## src/rtl/seq_detect_arbiter.sv

```systemverilog
// seq_detect_arbiter
//   Shares one external serial sequence detector among NREQ requesters. A round-robin
//   pick selects a requester, its word is captured, the detector is cleared, and the
//   word is shifted into the detector MSB-first. Match pulses arriving in a fixed
//   WORD_W-cycle window (offset by the detector latency) are counted, saturating. The
//   count is then reported together with the requester index.
//
// Ports
//   clk, reset   clock; asynchronous active-high reset
//   req          per-requester level request
//   data         requester i word in bits [i*WORD_W +: WORD_W]
//   gnt          one-hot, one-cycle grant/accept pulse
//   det_clear    one-cycle synchronous clear to the detector
//   det_en       det_seq valid this cycle
//   det_seq      serial bit to the detector
//   det_set      detector match pulse
//   busy         high in every state except idle
//   done         one-cycle result strobe
//   done_id      index of the requester being reported (valid with done)
//   done_count   number of matches in the word (valid with done)
module seq_detect_arbiter #(
    parameter int unsigned NREQ    = 4,
    parameter int unsigned WORD_W  = 8,
    parameter int unsigned DET_LAT = 2,
    parameter int unsigned CNT_W   = 4
) (
    input  logic                      clk,
    input  logic                      reset,
    input  logic [NREQ-1:0]           req,
    input  logic [NREQ*WORD_W-1:0]    data,
    output logic [NREQ-1:0]           gnt,
    output logic                      det_clear,
    output logic                      det_en,
    output logic                      det_seq,
    input  logic                      det_set,
    output logic                      busy,
    output logic                      done,
    output logic [$clog2(NREQ)-1:0]   done_id,
    output logic [CNT_W-1:0]          done_count
);

    localparam int unsigned ID_W   = $clog2(NREQ);
    // step runs 0..WORD_W+DET_LAT-1 across the shift and drain phases
    localparam int unsigned STEP_W = $clog2(WORD_W + DET_LAT);

    typedef enum logic [2:0] {
        StIdle,
        StClear,
        StShift,
        StDrain,
        StReport
    } state_e;

    state_e              state;
    logic [ID_W-1:0]     last_grant;
    logic [ID_W-1:0]     cur_id;
    logic [WORD_W-1:0]   shreg;
    logic [STEP_W-1:0]   step;
    logic [CNT_W-1:0]    count;

    logic                pick_found;
    logic [ID_W-1:0]     pick_id;
    logic [NREQ-1:0]     pick_onehot;
    logic [WORD_W-1:0]   pick_word;
    int unsigned         idx;
    logic                in_window;
    logic [CNT_W-1:0]    cnt_next;

    // Round-robin search starting just above the last granted requester.
    always_comb begin
        pick_found = 1'b0;
        pick_id    = '0;
        idx        = 0;
        for (int unsigned k = 1; k <= NREQ; k++) begin
            idx = (32'(last_grant) + k) % NREQ;
            if (!pick_found && req[idx]) begin
                pick_found = 1'b1;
                pick_id    = ID_W'(idx);
            end
        end
        pick_onehot          = '0;
        pick_onehot[pick_id] = 1'b1;
        pick_word            = data[32'(pick_id) * WORD_W +: WORD_W];
    end

    // Matches for bit 0 of the word show up DET_LAT cycles after it was presented, so
    // the window is the WORD_W cycles from step DET_LAT through the last drain cycle.
    always_comb begin
        in_window = ((state == StShift) || (state == StDrain)) && (32'(step) >= DET_LAT);
        cnt_next  = count;
        if (in_window && det_set && (count != {CNT_W{1'b1}})) begin
            cnt_next = count + 1'b1;
        end
    end

    always_ff @(posedge clk or posedge reset) begin
        if (reset) begin
            state      <= StIdle;
            last_grant <= ID_W'(NREQ - 1);
            cur_id     <= '0;
            shreg      <= '0;
            step       <= '0;
            count      <= '0;
            gnt        <= '0;
            det_clear  <= 1'b0;
            det_en     <= 1'b0;
            det_seq    <= 1'b0;
            busy       <= 1'b0;
            done       <= 1'b0;
            done_id    <= '0;
            done_count <= '0;
        end else begin
            // one-cycle pulses default low
            gnt       <= '0;
            det_clear <= 1'b0;
            done      <= 1'b0;
            count     <= cnt_next;

            unique case (state)
                StIdle: begin
                    if (pick_found) begin
                        state      <= StClear;
                        shreg      <= pick_word;
                        cur_id     <= pick_id;
                        last_grant <= pick_id;
                        gnt        <= pick_onehot;
                        det_clear  <= 1'b1;
                        busy       <= 1'b1;
                    end
                end

                StClear: begin
                    state   <= StShift;
                    count   <= '0;
                    step    <= '0;
                    det_en  <= 1'b1;
                    det_seq <= shreg[WORD_W-1];
                    shreg   <= shreg << 1;
                end

                StShift: begin
                    step <= step + 1'b1;
                    if (step == STEP_W'(WORD_W - 1)) begin
                        state   <= StDrain;
                        det_en  <= 1'b0;
                        det_seq <= 1'b0;
                    end else begin
                        det_seq <= shreg[WORD_W-1];
                        shreg   <= shreg << 1;
                    end
                end

                StDrain: begin
                    if (step == STEP_W'(WORD_W + DET_LAT - 1)) begin
                        state      <= StReport;
                        done       <= 1'b1;
                        done_id    <= cur_id;
                        // include the sample taken on this last drain cycle
                        done_count <= cnt_next;
                    end else begin
                        step <= step + 1'b1;
                    end
                end

                StReport: begin
                    state <= StIdle;
                    busy  <= 1'b0;
                end

                default: begin
                    state <= StIdle;
                    busy  <= 1'b0;
                end
            endcase
        end
    end

endmodule

```

## config.mk

```make
export PLATFORM = sky130hd
export DESIGN_NAME = seq_detect_arbiter
export DESIGN_NICKNAME = d
export VERILOG_FILES = /design/src/rtl/seq_detect_arbiter.sv
export SDC_FILE = /design/constraint.sdc
export NUM_CORES = 1
export LEC_CHECK = 0
export BUFFER_PORTS_ARGS = -buffer_cell sky130_fd_sc_hd__buf_2
export CELL_PAD_IN_SITES_DETAIL_PLACEMENT = 0
export CELL_PAD_IN_SITES_GLOBAL_PLACEMENT = 1
export CORE_AREA = 2 2 71 124
export CTS_CLUSTER_DIAMETER = 100
export DETAILED_ROUTE_END_ITERATION = 7
export DIE_AREA = 0 0 73 126
export PLACE_DENSITY_LB_ADDON = 0.1
export SETUP_SLACK_MARGIN = 0.2
export SYNTH_ARGS = -nofsm -noshare
export SYNTH_HDL_FRONTEND = slang
export SYNTH_SLANG_ARGS = --single-unit
```

## constraint.sdc

```tcl
create_clock -name clk -period 4.96 [get_ports clk]
set_input_delay 0.744 -clock clk [delete_from_list [all_inputs] [get_ports clk]]
set_output_delay 0.744 -clock clk [all_outputs]
set_load 0.01 [all_outputs]
```

[Word-level counts from Yosys, hierarchy flattened]
Index checks and enable logic that the tools add are counted.
Word-level totals
  flip-flop bits (word level): 38
  input port bits: 39
  output and inout bits: 15
  word-level logic and storage cells: 104
Operators by class
  add/sub/neg operators: 6
  magnitude comparators: 7
  equal/unequal tests: 11
  shifts and indexed selects: 1
  multiplexer cells: 41
  bitwise gates (word level): 1
  reduce and logical (&&, ||, !) cells: 23
Operators with widths (number)
  $shiftx 32x6->8: 1
  $pmux 8 s3: 1
  $mux 4: 5
  $mux 1: 16
  $mux 8: 2
  $lt 2x3->1 const B: 5
  $pmux 3 s4: 1
  $pmux 4 s3: 1
  $reduce_and 2->1: 5
  $mux 3: 3
  $add 4x1->4 const B: 2
  $bmux 1 s2: 4
  $mux 2: 4
  $logic_and 1x1->1: 7
  $eq 3x2->1 const B: 2
  $ne 2x2->1 const B: 3
  $pmux 1 s2: 3
  $reduce_and 3->1: 2
  $reduce_bool 3->1: 2
  $add 2x1->2 const B: 2
  $add 2x2->2 const B: 2
  $eq 4x3->1 const B: 1
  $eq 4x4->1 const B: 1
  $ge 4x2->1 const B: 1
  other kinds (11): 14

[Depth between registers and ports, before layout]
  word-level depth: 19
  mapped depth: 10
  mapped depth without buffers: 9

[Worst setup path after synthesis]
OpenSTA, ideal clock, no wires.
  path type: input port to flip-flop
  start: in req[3]
  end: reg shreg[7]
  data arrival time: 1.960 ns
  slack: 2.874 ns
  cell stages on the path: 7
  path buffers: 1
  path through: and2b_1 -> o21ai_1 -> and3_4 -> buf_6 -> mux2i_1 -> a22oi_1 -> a221o_1
On the way
  word-level cells in the longest chain between the ends: 15
  elaborated cells on any way between the ends: 27
Ends and longest elaborated chain
  start, declared: line 29  | input logic [NREQ-1:0] req,
  $bmux 1 s2: line 76  | if (!pick_found && req[idx]) begin
  $mux 1 (implied by the code): line 76
  $mux 1: line 76
  $logic_not 1->1: line 76
  $logic_and 1x1->1: line 76
  $mux 1: line 76
  $logic_not 1->1: line 76
  $logic_and 1x1->1: line 76
  $mux 1: line 76
  $logic_not 1->1: line 76
  $logic_and 1x1->1: line 76
  $mux 2: line 76
  $shiftx 32x6->8: line 83  | pick_word = data[32'(pick_id) * WORD_W +: WORD_W];
  $mux 8: line 121  | if (pick_found) begin
  $pmux 8 s3: line 119  | unique case (state)
  end signal, assigned: line 123  | shreg <= pick_word;
  end signal, assigned: line 138  | shreg <= shreg << 1;
  end signal, assigned: line 149  | shreg <= shreg << 1;
  end, declared: line 57  | logic [WORD_W-1:0] shreg;
Parallel ways exist; a longest one is shown, timed or not. The select of a mux whose other input is x is not followed.
A chain may end at the register's enable or synchronous reset.

[Worst setup path in the final report]
Same ends and word-level chain as after synthesis.

==> flow_summary_export.csv <==
group,metric,value,unit
route,met3_length,235,microns
timing,tightest_slew,0.717,ns
logic_synthesis,yosys_register_bits,38,
finish,fin_cells,343,
setup_path,crit_fanout,20,
global_routing,grt_pass1_wl,8700,microns
clock_tree,clk_path_buf_depth,2,
timing,hold_viol,0,
route,ant_nets,0,
place,numPortBuffers,53,
logic_synthesis,ys.warnings.count,0,
timing,hold_slack,0.478,ns
finish,final_common_cell,"buf_2",
finish,area_delta_synth_final,25.1,%
floorplanning,io_pins,54,
power,power.switching,0.595,mW
setup_path,critical_path_class,"input port to flop",
setup_path,r2r_cells,6,
clock_tree,cts_tree,"yes",
finish,layout-drive-gt1-share,30.7,%
run,maxCapViolations,0,
route,dr.pass1.iters,4,
timing,min_period,2.17,ns
setup_path,critPathMaxStageDelay,0.39,ns
logic_synthesis,syn_nets,242,
floorplanning,coreArea,0.00820,sq mm
power,combPwrFrac,41.3,%
route,drc,0,
place,dp_hpwl,3800,microns
route,viasPerCell,4.70,
clock_tree,root_buffer,"clkbuf_16",
setup_path,path_depth,7,
clock_tree,cts_sinks,38,
setup_path,critPathTopFamily,"compound AO/OA/AOI/OAI gates",
finish,n_antenna_cell,0,
route,wl_per_cell,14.7,microns
setup_path,path_cells,"buf_2 > and2b_1 > o21ai_1 > and3_4 > mux2i_1 > a22oi_1 > a221o_1",
hold_path,min_path_cells,2,
finish,regArea,953,sq um
setup_path,crit_arrival,2.34,ns
clock_tree,clk_latency,0.28,ns
floorplanning,dieArea,0.00920,sq mm
timing,final-max-slew-violation-count,0,
clock_tree,ctsResizeCount,0,
floorplanning,die_w,73,microns
route,wl,5050,microns
power,netSwitchingFraction,37.8,%
power,p_leak,1.22,nW
power,internal-power,0.978,mW
clock_tree,cts_hold_buf,0,
timing,finalCritPeriodShare,43.8,%
global_routing,grt_pass1_vias,1711,
finish,mostFrequentLayoutCells,"buf_2, dfrtp_1, nor2_1",
power,seqPwrFrac,35.0,%
hold_path,hold_class,"flop to flop",
clock_tree,post_cts_buffers,0,
clock_tree,cts_made_buffers,5,
finish,fin_nets,294,
place,dpl.cell_count,336,
timing,clock.fmax,0.460,GHz
finish,fillCellCount,879,
clock_tree,htree_levels,2,
place,gp_congestion,0.680,
clock_tree,clkTransAtPathRegs,0.06,ns
logic_synthesis,avgSynthCellArea,10.0,sq um
logic_synthesis,syn-cell-area,0.00200,sq mm
setup_path,end_kind,"flop",
logic_synthesis,seq_area_frac_synth,47.8,%
timing,setup_viol,0,
run_status,status,"finished clean",
finish,multi_input_area,950,sq um
power,worst_ir_drop_vdd,170,uV
global_routing,grt_overflow,0,
global_routing,grt_start_max_net_pins,39,
timing,fin_worst_skew,0.00524,ns
setup_path,cp_slowest_cell,"and3_4",
setup_path,start_kind,"input port",
route,wl_met2,2680,microns
power,p_clk_share,23.7,%
global_routing,antenna_found_initial,0,
route,vias,1611,
power,p_per_area,630,mW/mm^2
floorplanning,start_util,24.3,%
setup_path,crit_required,5.13,ns
logic_synthesis,synth.distinct_cells,45,
floorplanning,die_h,126,microns
logic_synthesis,synthCells,199,
setup_path,worst-path-buf-inv,1,
route,dr.max_layer_used,"met4",
timing,relSlewSlack,52.1,%
floorplanning,row_count,44,
route,drtIter0Drc,100,
global_routing,grtUsageTotal,12.2,%
timing,grt_setup_unrepaired,"no",
timing,fin_setup_tns,0,ns
route,wl_met1,2030,microns
==> cells by family (layout without fill, tap and decap cells) <==
family / count (synthesis) / in the layout / synth area share (%)
AO/OA/AOI/OAI: 44 / 44 / 15.0
XOR/XNOR: 5 / 5 / 2.19
AND/OR/NAND/NOR: 79 / 79 / 21.4
multiplexers: 12 / 12 / 6.14
buffers and inverters: 17 / 69 / 4.95
adder cells (fa/ha/maj): 4 / 4 / 2.51
flip-flops: 38 / 38 / 47.8
==> cell usage after synthesis (all sizes together) <==
library cell	n	area (sq um)
a221o	7	70.1
mux2	2	22.5
nand4b	1	23.8
dfstp	2	52.6
a22oi	7	52.6
nor2	25	96.4
dfrtp	36	901
a21o	2	15.0
and3	9	66.3
a211o	1	8.76
nor4	3	33.8
o22ai	1	6.26
or3	1	6.26
nand2	20	77.6
a21oi	16	80.1
nor3	5	25.0
or4	1	7.51
buf	9	66.3
clkbuf	1	3.75
and2b	3	23.8
xnor2	2	17.5
o21ai	7	46.3
mux2i	10	100
nor3b	1	7.51
nor2b	1	6.26
inv	7	28.8
ha	4	50.1
nand4	2	12.5
xor2	3	26.3
o31ai	1	7.51
nand2b	4	25.0
o211ai	1	7.51
a31oi	1	6.26
nand3	3	15.0
==> through the flow <==
step / setup WS [ns] / util, % / instance area, sq um / power (mW)
floorplan: 2.87 / - / 2000 / 1.05
global placement: 2.57 / 28.4 / 2330 / 1.22
detailed placement: 2.52 / 28.4 / 2330 / 1.22
CTS: 2.78 / 30.4 / 2500 / 1.60
global route: 2.65 / 30.4 / 2500 / 1.71
finish: 2.79 / 30.4 / 2500 / 1.57
==> flip-flops by register name (all words and copies together) (netlist names) <==
register    count
det_en          1
gnt             4
cur_id          2
last_grant      2
step            4
done_id         2
busy            1
det_clear       1
state           3
shreg           8
count           4
done            1
det_seq         1
done_count      4
==> power by group through the flow <==
stage	Clock (mW)	Sequential, mW	Combinational, mW
2_1_floorplan	0	0.531	0.524
3_3_place_gp	0	0.558	0.662
3_5_place_dp	0	0.556	0.661
4_1_cts	0.384	0.553	0.663
5_1_grt	0.397	0.576	0.738
6_report	0.373	0.550	0.649
==> area by class of cell <==
| cell class | count | share of cell area, % |
|---|---|---|
| Timing Repair Buffer | 55 | 11.2 |
| Clock inverter | 1 | 1.20 |
| Sequential cell | 38 | 38.2 |
| Inverter | 7 | 1.15 |
| Clock buffer | 6 | 5.56 |
| Tap cell | 92 | 4.61 |
| Multi-Input combinational cell | 144 | 38.0 |
==> worst paths after layout <==
| path | startpoint | end | slack, ns |
|---|---|---|---|
| worst max-delay path | req[3] | shreg[7] | 2.79 |
| worst min-delay path | cur_id[1] | cur_id[1] | 0.48 |
| worst max register to register | last_grant[0] | shreg[7] | 2.82 |
| worst min register to register | cur_id[1] | cur_id[1] | 0.48 |
| max in group asynchronous | reset | last_grant[1] | 4.02 |
| min in group asynchronous | reset | done_count[0] | 0.57 |
==> worst min-delay path, cell delays in order, from the launching register on <==
cell     delay [ns]
dfrtp_1        0.34
nand2_1        0.05
nand2_1        0.05
==> layer usage <==
| metal | track usage [%] | up-vias |
|---|---|---|
| met5 | 0 | - |
| met4 | 4.90 | 0 |
| met3 | 2.40 | 7 |
| met2 | 21.5 | 50 |
| met1 | 14.1 | 747 |
| li1 | - | 807 |
Power figures use the tool's default switching activity.
